## src/rtl/irq_pending_controller.sv

```systemverilog
// rtl/irq_pending_controller.sv - sticky rising-edge pending register with masked MSB-first valid/ready presenter
// Feeds the 8:3 encoder path; a presented index is held until the consumer accepts it.
module irq_pending_controller #(
    parameter int N   = 8,
    parameter int IDW = 3
) (
    input  logic           clk,
    input  logic           rst,
    input  logic [N-1:0]   req,
    input  logic [N-1:0]   mask,
    output logic [IDW-1:0] irq_id,
    output logic           irq_valid,
    input  logic           irq_ready,
    output logic [N-1:0]   pending
);

    typedef enum logic {IDLE, PRESENT} state_t;

    state_t         state_q, state_d;
    logic [N-1:0]   req_q, req_d;
    logic [N-1:0]   pending_q, pending_d;
    logic [IDW-1:0] irq_id_q, irq_id_d;
    logic           irq_valid_q, irq_valid_d;

    logic [N-1:0]   rise;
    logic [N-1:0]   clr;
    logic [N-1:0]   eligible;
    logic [IDW-1:0] winner;
    logic           accept;

    always_comb begin
        rise     = req & ~req_q;
        eligible = pending_q & mask;
        accept   = (state_q == PRESENT) && irq_ready;

        winner = '0;
        for (int i = 0; i < N; i++) begin
            if (eligible[i]) winner = IDW'(i);
        end

        clr = '0;
        if (accept) clr[irq_id_q] = 1'b1;

        // rise is OR-ed last so a new edge on the line being cleared keeps it pending
        req_d     = req;
        pending_d = (pending_q & ~clr) | rise;

        state_d     = state_q;
        irq_id_d    = irq_id_q;
        irq_valid_d = irq_valid_q;
        case (state_q)
            IDLE: begin
                irq_valid_d = 1'b0;
                if (|eligible) begin
                    irq_id_d    = winner;
                    irq_valid_d = 1'b1;
                    state_d     = PRESENT;
                end
            end
            PRESENT: begin
                if (irq_ready) begin
                    irq_valid_d = 1'b0;
                    state_d     = IDLE;
                end
            end
            default: begin
                irq_valid_d = 1'b0;
                state_d     = IDLE;
            end
        endcase
    end

    always_ff @(posedge clk) begin
        if (rst) begin
            state_q     <= IDLE;
            req_q       <= '0;
            pending_q   <= '0;
            irq_id_q    <= '0;
            irq_valid_q <= 1'b0;
        end else begin
            state_q     <= state_d;
            req_q       <= req_d;
            pending_q   <= pending_d;
            irq_id_q    <= irq_id_d;
            irq_valid_q <= irq_valid_d;
        end
    end

    assign irq_id    = irq_id_q;
    assign irq_valid = irq_valid_q;
    assign pending   = pending_q;

endmodule

```

## config.mk

```make
export PLATFORM = sky130hd
export DESIGN_NAME = irq_pending_controller
export DESIGN_NICKNAME = d
export VERILOG_FILES = /design/src/rtl/irq_pending_controller.sv
export SDC_FILE = /design/constraint.sdc
export NUM_CORES = 1
export LEC_CHECK = 0
export ABC_AREA = 1
export CAP_MARGIN = 20
export CORE_MARGIN = 4
export CORE_UTILIZATION = 46
export DETAILED_ROUTE_END_ITERATION = 6
export PLACE_DENSITY = 0.82
export SLEW_MARGIN = 20
export SYNTH_ARGS = -nofsm -noshare
export SYNTH_HDL_FRONTEND = slang
export SYNTH_SLANG_ARGS = --single-unit
```

## constraint.sdc

```tcl
create_clock -name clk -period 1.84 [get_ports clk]
set_clock_uncertainty 0.15 [all_clocks]
set_input_delay 0.184 -clock clk [delete_from_list [all_inputs] [get_ports clk]]
set_output_delay 0.184 -clock clk [all_outputs]
set_load 0.01 [all_outputs]
```

Yosys cells after proc, flatten, opt, wreduce, memory -nomap -nowiden
Index checks and enable logic that the tools add are counted.
{ "word_totals": {"wordCells": 34, "out_inout_bits": 12, "ff_bits": 21} }
{ "op_classes": {"mux": 15, "bitwise_logic": 7, "eq_ne": 1, "n_reduce_logical": 4, "n_lt_le_gt_ge": 2} }
{ "op_table": {"columns": ["operator", "n"], "rows": [
  ["8-bit AND", 3],
  ["8-bit NOT", 2],
  ["3-bit 2-to-1 mux", 4],
  ["8-bit 2-to-1 mux", 1],
  ["8-bit OR", 1],
  ["8-bit OR reduction", 1],
  ["1-bit 2-to-1 mux", 5],
  ["3-bit by 4-bit < comparator with 1-bit output (second input constant)", 1],
  ["2-bit 2-to-1 mux", 2],
  ["1-bit one-hot mux with 2 select lines", 2],
  ["1-bit demux with 3-bit select", 1],
  ["3-bit by 1-bit >= comparator with 1-bit output (second input constant)", 1],
  ["1-bit logical AND", 2],
  ["2-bit != test (second input constant)", 1],
  ["2-bit AND reduction", 1],
  ["1-bit NOT", 1]
]} }

Depth between registers and ports, before layout
Gate-level depths: netlist (run 1).
{ "depth": {"word_depth": 8, "ltp_mapped": 8, "mapped_depth_nobuf": 8} }

Least setup slack after synthesis (run 1)
No wires, ideal clock.
{ "synth_timing": {"path_type": "reg-to-reg", "from": "register pending_q[5] (netlist: pending[5])", "to": "register irq_id_q[1] (netlist: irq_id[1])", "path_stages_with_launch": 9, "setup_ns": 0.112, "arrival_ns": 0.891, "path_slack_ns": 0.687, "path_buffers": 0, "cell_sequence": "dfxtp_1 > nand2_2 > nand2_2 > nor2_4 > nand2_4 > nand2_4 > nand2_1 > nand2_1 > nor2_2"} }
{ "synth_via": {"elab_chain_len": 4, "elab_cells_between_ends": 6, "classes_between": "mux: 3; bitwise: 1; reduce/logical: 2"} }
{ "synth_rtl": {"columns": ["item", "line_no", "text"], "rows": [
  ["start: declaration", "21", "logic [N-1:0] pending_q, pending_d;"],
  ["start signal: assignment", "83", "pending_q <= pending_d;"],
  ["8-bit AND (*)", "33", "eligible = pending_q & mask;"],
  ["3-bit 2-to-1 mux (3 in series)", "38", "if (eligible[i]) winner = IDW'(i);"],
  ["end signal: assignment", "84", "irq_id_q <= irq_id_d;"],
  ["end: declaration", "22", "logic [IDW-1:0] irq_id_q, irq_id_d;"]
]} }
Every way passes the cells marked *; elsewhere a longest branch is shown, timed or not.
A chain may end at the register's enable or synchronous reset.

Final worst setup path (run 1)
{ "layout_timing": {"from": "register irq_id_q[2] (netlist: irq_id[2])", "to": "output irq_id[2]"} }
{ "layout_rtl": {"columns": ["item", "line_no", "text"], "rows": [
  ["end: declaration", "11", "output logic [IDW-1:0] irq_id,"]
]} }
No word-level cell between the ends.

==> results of run 1 <==
layer usage:
layer	wire, um	vias up
met2	1070	22
li1	-	432
met3	112	4
met5	0	-
met1	959	393
met4	17	0
power by group through the flow:
stage	clock [mW]	combinational [mW]	sequential [mW]
floorplan	0	0.134	0.548
global placement	0	0.262	0.541
detailed placement	0	0.266	0.543
CTS	0.225	0.269	0.533
global route	0.243	0.296	0.539
finish	0.217	0.268	0.533
cell families (layout without fill, tap and decap cells):
logic type             count (synthesis)  after routing  synth area share
AO/OA/AOI/OAI                         15             15             0.104
buffers and inverters                 18             52            0.0784
flip-flops                            21             21             0.471
AND/OR/NAND/NOR                       65             65             0.347
area by class of cell:
cell class | instances | area [um2]
inverter | 16 | 60.1
tap | 25 | 31.3
fill | 158 | 527
multi-input combinational | 80 | 403
timing repair buffer | 32 | 315
sequential | 21 | 420
clock buffer | 4 | 26.3
metrics by stage:
stage               setup slack [ns]  power (mW)  hold slack (ns)  instance area (um2)  std cells
floorplan                      0.687       0.682            0.150                  893        119
finish                         0.119        1.02            0.266                 1260        178
global placement               0.375       0.803            0.265                 1230        174
detailed placement             0.356       0.810            0.273                 1230        174
CTS                            0.104        1.03            0.261                 1260        178
global route                  0.0620        1.08            0.268                 1260        178
synthesized netlist by cell type (all sizes together):
| cell | instances |
|---|---|
| dfxtp | 21 |
| a31o | 1 |
| nand2 | 32 |
| o31ai | 2 |
| inv | 16 |
| o22ai | 2 |
| o211ai | 1 |
| nand3 | 1 |
| nor2 | 32 |
| buf | 2 |
| a21oi | 9 |
flip-flops by register name, indices dropped and copies added (netlist names):
| signal | cells |
|---|---|
| pending | 8 |
| irq_id | 3 |
| irq_valid | 1 |
| state_q | 1 |
| req_q | 8 |
worst paths after layout:
check / endpoint / from / slack, ns
worst max-delay path: irq_id[2] / irq_id[2]$_SDFFE_PP0P_ / 0.12
worst min-delay path: req_q[3]$_SDFF_PP0_ / req[3] / 0.27
worst max register to register: irq_id[1]$_SDFFE_PP0P_ / pending[1]$_SDFF_PP0_ / 0.62
worst min register to register: pending[7]$_SDFF_PP0_ / req_q[7]$_SDFF_PP0_ / 0.29
==> impl_metrics.tcl, run 1 <==
set metrics [dict create \
    leakagePower_nw 0.578 \
    rsz0062_at_grt "false" \
    yosysWarnings 0 \
    cp_slowest_stage_delay_ns 0.60 \
    drive_above_1_share 0.144 \
    path_delay_family "buffers and inverters" \
    run_status "complete, no violations" \
    p_per_area_nw_per_um2 810 \
    clockPowerShare 0.214 \
    cp.depth 1 \
    crit_fanout 6 \
    max_cap_violations 0 \
    die_y_um 52.1 \
    layout_commonest_cell "clkdlybuf4s50_1" \
    overflow 0 \
    syn_area_um2 893 \
    fin_crit_sh 0.935 \
    synthTopCellsByArea "dfxtp_1 47%, nand2_1 11%, nor2_1 11%" \
    slew_headroom 0.820 \
    syn_nets 138 \
    drtPass1Iterations 4 \
    drt_iter0_drc 10 \
    ctsHoldBuffers 0 \
    n_antenna_cell 0 \
    avgRoutedWirePerCell_um 12.1 \
    crit_chain "clkdlybuf4s50_1" \
    antenna_found_initial 0 \
    grtUsageMet1 0.221 \
    synth_top_area_frac 0.471 \
    sw_frac_of_total 0.297 \
    yosysUniqueCellTypes 17 \
    hold_viol_final 0 \
    path_buf_inv 1 \
    clock_latency_ns 0.30 \
    cts_setup_buffers 0 \
    cp_slowest_cell "clkdlybuf4s50_1" \
    grt_pass1_wl_um 3480 \
    yosysSeqAreaShare 0.471 \
    internal_power_uw 716 \
    worst-endpoint-required_ns 1.51 \
    grt_pass1_vias 810 \
    vias 851 \
    p_seq_frac 0.524 \
    initial_core_util 0.501 \
    setup_viol 0 \
    totalWireLength_um 2160 \
    post-route-util 0.705 \
    drc_errors 0 \
    grtUsageMet2 0.285 \
    fin_setup_tns_ns 0 \
    pwr-share-comb 0.263 \
    synth_seq_cells 21 \
    ios 31 \
    dp_hpwl_um 1730 \
    worst_pin_slew_ns 0.270 \
    worstSetupEndpointType "output port" \
    cts_tree "yes" \
    grt_max_degree 12 \
    synth_cells 119 \
    postSynthAreaPerCell_um2 7.51 \
    arrival_ns 1.39 \
    io_buffers 30 \
    final_nets 173 \
    routabilityCongestion 0.916 \
    die_x_um 52.1 \
    peakVddDrop_mv 0.622 \
    std_cell_rows 15 \
    holdCritPathClass "primary input to flip-flop" \
    htreeDepth 1 \
    die_area_um2 2710 \
    fmax_ghz 0.581 \
    track_usage 0.176 \
    slew_violations 0 \
    area_growth_syn_to_layout_pct 40.6 \
    core-area_um2 1780 \
    clock-sinks 21 \
    critical_path_class "flip-flop to output port" \
    cts_made_buffers 3 \
    root_buffer "clkbuf_4" \
    via_per_inst 4.78 \
    clk_pin_slew_worst_paths_ns 0.11 \
    drtAntennaViolNets 0 \
    r2r_cells 8 \
    cts_resized 0 \
    yosysTopAreaCell "dfxtp_1" \
    use_met3 0.0602 \
    start_kind "flip-flop" \
    busiest_layer "met2" \
    layout_common_cells "30 x clkdlybuf4s50_1, 25 x nand2_1, 25 x nor2_1" \
    worstHoldPathCells 3 \
    switchingPower_uw 303 \
    clock_tree.buffer_depth 2 \
    layout_min_cycle_time_ns 1.72 \
]
Power figures use the tool's default switching activity.
==> inputs of run 2 (changes only) <==
--- a/config.mk
+++ b/config.mk
@@ -5,12 +5,11 @@
 export SDC_FILE = /design/constraint.sdc
 export NUM_CORES = 1
 export LEC_CHECK = 0
-export ABC_AREA = 1
 export CAP_MARGIN = 20
 export CORE_MARGIN = 4
 export CORE_UTILIZATION = 46
 export DETAILED_ROUTE_END_ITERATION = 6
-export PLACE_DENSITY = 0.82
+export PLACE_DENSITY = 0.83
 export SLEW_MARGIN = 20
 export SYNTH_ARGS = -nofsm -noshare
 export SYNTH_HDL_FRONTEND = slang
==> run 2 against run 1 <==
Compared with the run above: the flow now finishes with violations (design-rule violations); global-route usage fell by 1.8 points; die area fell by 3.3%; synthesized cell count fell by 29%; via count fell by 12%; critical path type unchanged; highest routed layer unchanged.
==> impl_metrics.tcl, run 2 <==
set metrics [dict create \
    die_area_um2 2620 \
    seq_area_um2 420 \
    drt_iter0_drc 15 \
    holdCritPathClass "primary input to flip-flop" \
    multiInputGateArea_um2 427 \
    track_usage 0.158 \
    p_per_area_nw_per_um2 806 \
    reg2reg_to "irq_id[1]$_SDFFE_PP0P_" \
    cp.depth 1 \
    path_buf_inv 1 \
    synth-async-reset-ratio 0 \
    violations "design-rule violations" \
    drive_above_1_share 0.0847 \
    cts_setup_buffers 0 \
    overflow 0 \
    routabilityCongestion 0.878 \
    clock_latency_ns 0.29 \
    met1_length_um 883 \
    ctsHoldBuffers 0 \
    worst-endpoint-required_ns 1.51 \
    layout_common_cells "30 x clkdlybuf4s50_1, 21 x dfxtp_1, 12 x nand2b_1" \
    grt_pass1_wl_um 3130 \
    setup_viol 0 \
    fin_setup_tns_ns 0 \
    cp_slowest_cell "clkdlybuf4s50_1" \
    synth_cells 85 \
    yosysWarnings 0 \
    ios 31 \
    run_status "complete, but fails checks" \
    cp_slowest_stage_delay_ns 0.59 \
    yosysUniqueCellTypes 23 \
    p_total_uw 980 \
    drtAntennaViolNets 0 \
    yosysSeqAreaShare 0.490 \
    peakVddDrop_mv 0.519 \
    hold_viol_final 0 \
    crit_fanout 7 \
    syn_nets 104 \
    std_cell_rows 15 \
    synth_edf_count 0 \
    syn_area_um2 858 \
    path_delay_family "buffers and inverters" \
    leakagePower_nw 0.457 \
    grt_max_degree 22 \
    startpoint "irq_id[2]$_SDFFE_PP0P_" \
    critical_path_class "flip-flop to output port" \
    rsz0062_at_grt "false" \
    via_per_inst 5.25 \
    postSynthAreaPerCell_um2 10.1 \
    drc_errors 2 \
    final_nets 138 \
    cts_resized 0 \
    root_buffer "clkbuf_4" \
    yosysTopAreaCell "dfxtp_1" \
    highest_layer "met4" \
    io_buffers 30 \
    synth_top_area_frac 0.490 \
    fin_crit_sh 0.917 \
    slew_headroom 0.792 \
    reg2reg_setup_slack_ns 0.42 \
    vias 751 \
    die_y_um 51.2 \
    timing.rr.start "pending[7]$_SDFF_PP0_" \
    fmax_ghz 0.592 \
    synth_seq_cells 21 \
    layout_min_cycle_time_ns 1.69 \
    crit_chain "clkdlybuf4s50_1" \
    ys_dominant_reg_cell "dfxtp_1" \
    clk_pin_slew_worst_paths_ns 0.11 \
    r2r_cells 4 \
    crit_end "irq_id[2]" \
    htreeDepth 1 \
    grt_pass1_vias 715 \
    dp_hpwl_um 1480 \
    start_kind "flip-flop" \
    slew_violations 0 \
    worstSetupEndpointType "output port" \
    n_antenna_cell 0 \
    die_x_um 51.2 \
    initial_core_util 0.492 \
    core-area_um2 1750 \
    synth.most_common_cell "dfxtp_1" \
    clock-sinks 21 \
    drtPass1Iterations 6 \
    max_cap_violations 0 \
    antenna_found_initial 0 \
    worst_pin_slew_ns 0.311 \
    nFillCells 158 \
    layout_commonest_cell "clkdlybuf4s50_1" \
    met3_length_um 111 \
    cts_made_buffers 3 \
    post-route-util 0.697 \
    clock_tree.buffer_depth 2 \
    synthTopCellsByArea "dfxtp_1 49%, nand2b_1 8.7%, nor2b_1 5.8%" \
    synth_common_cells "21 x dfxtp_1, 12 x nand2b_1, 8 x a21oi_1, 8 x nor2b_1" \
    cts_tree "yes" \
    area_growth_syn_to_layout_pct 41.7 \
    arrival_ns 1.35 \
    totalWireLength_um 1980 \
    avgRoutedWirePerCell_um 13.9 \
    met2_length_um 951 \
]
run 2: report_power, final:
part	switching [mW]	total (mW)	internal (mW)
Combinational	0.0949	0.230	0.135
Clock	0.129	0.214	0.0841
Sequential	0.0433	0.537	0.493
run 2: cell families after synthesis:
kind of cell	share of synthesized area
compound gates	0.294
buf+inv	0.0131
flops	0.490
simple gates	0.203
run 2: worst min-delay path by stage:
stage	slack, ns	start	end	cells after the start
2_1_floorplan	0.11	rst	req_q[0]$_SDFF_PP0_	1
3_5_place_dp	0.33	req_q[6]$_SDFF_PP0_	pending[6]$_SDFF_PP0_	2
6_report	0.32	req[6]	pending[6]$_SDFF_PP0_	3
3_3_place_gp	0.32	req_q[5]$_SDFF_PP0_	pending[5]$_SDFF_PP0_	2
4_1_cts	0.31	req[6]	pending[6]$_SDFF_PP0_	3
5_1_grt	0.29	req[2]	req_q[2]$_SDFF_PP0_	2
run 2: layout make-up:
class                      instances  share of cell area
inverter                           1             0.00309
tap                               25              0.0257
clock buffer                       4              0.0216
sequential                        21               0.346
timing repair buffer              31               0.253
multi-input combinational         61               0.351
run 2: through the flow:
step	hold slack, ns	cells	instance area [um2]	setup WS (ns)
after floorplan	0.106	85	858	0.543
after global placement	0.322	139	1190	0.209
after detailed placement	0.328	139	1190	0.174
after CTS	0.306	143	1220	0.149
after global routing	0.289	143	1220	0.100
final	0.316	143	1220	0.152
run 2: layer usage:
layer  vias up  track usage
li1        370            -
met1       349        0.181
met2        26        0.279
met3         6       0.0437
met4         0       0.0538
met5         -            0
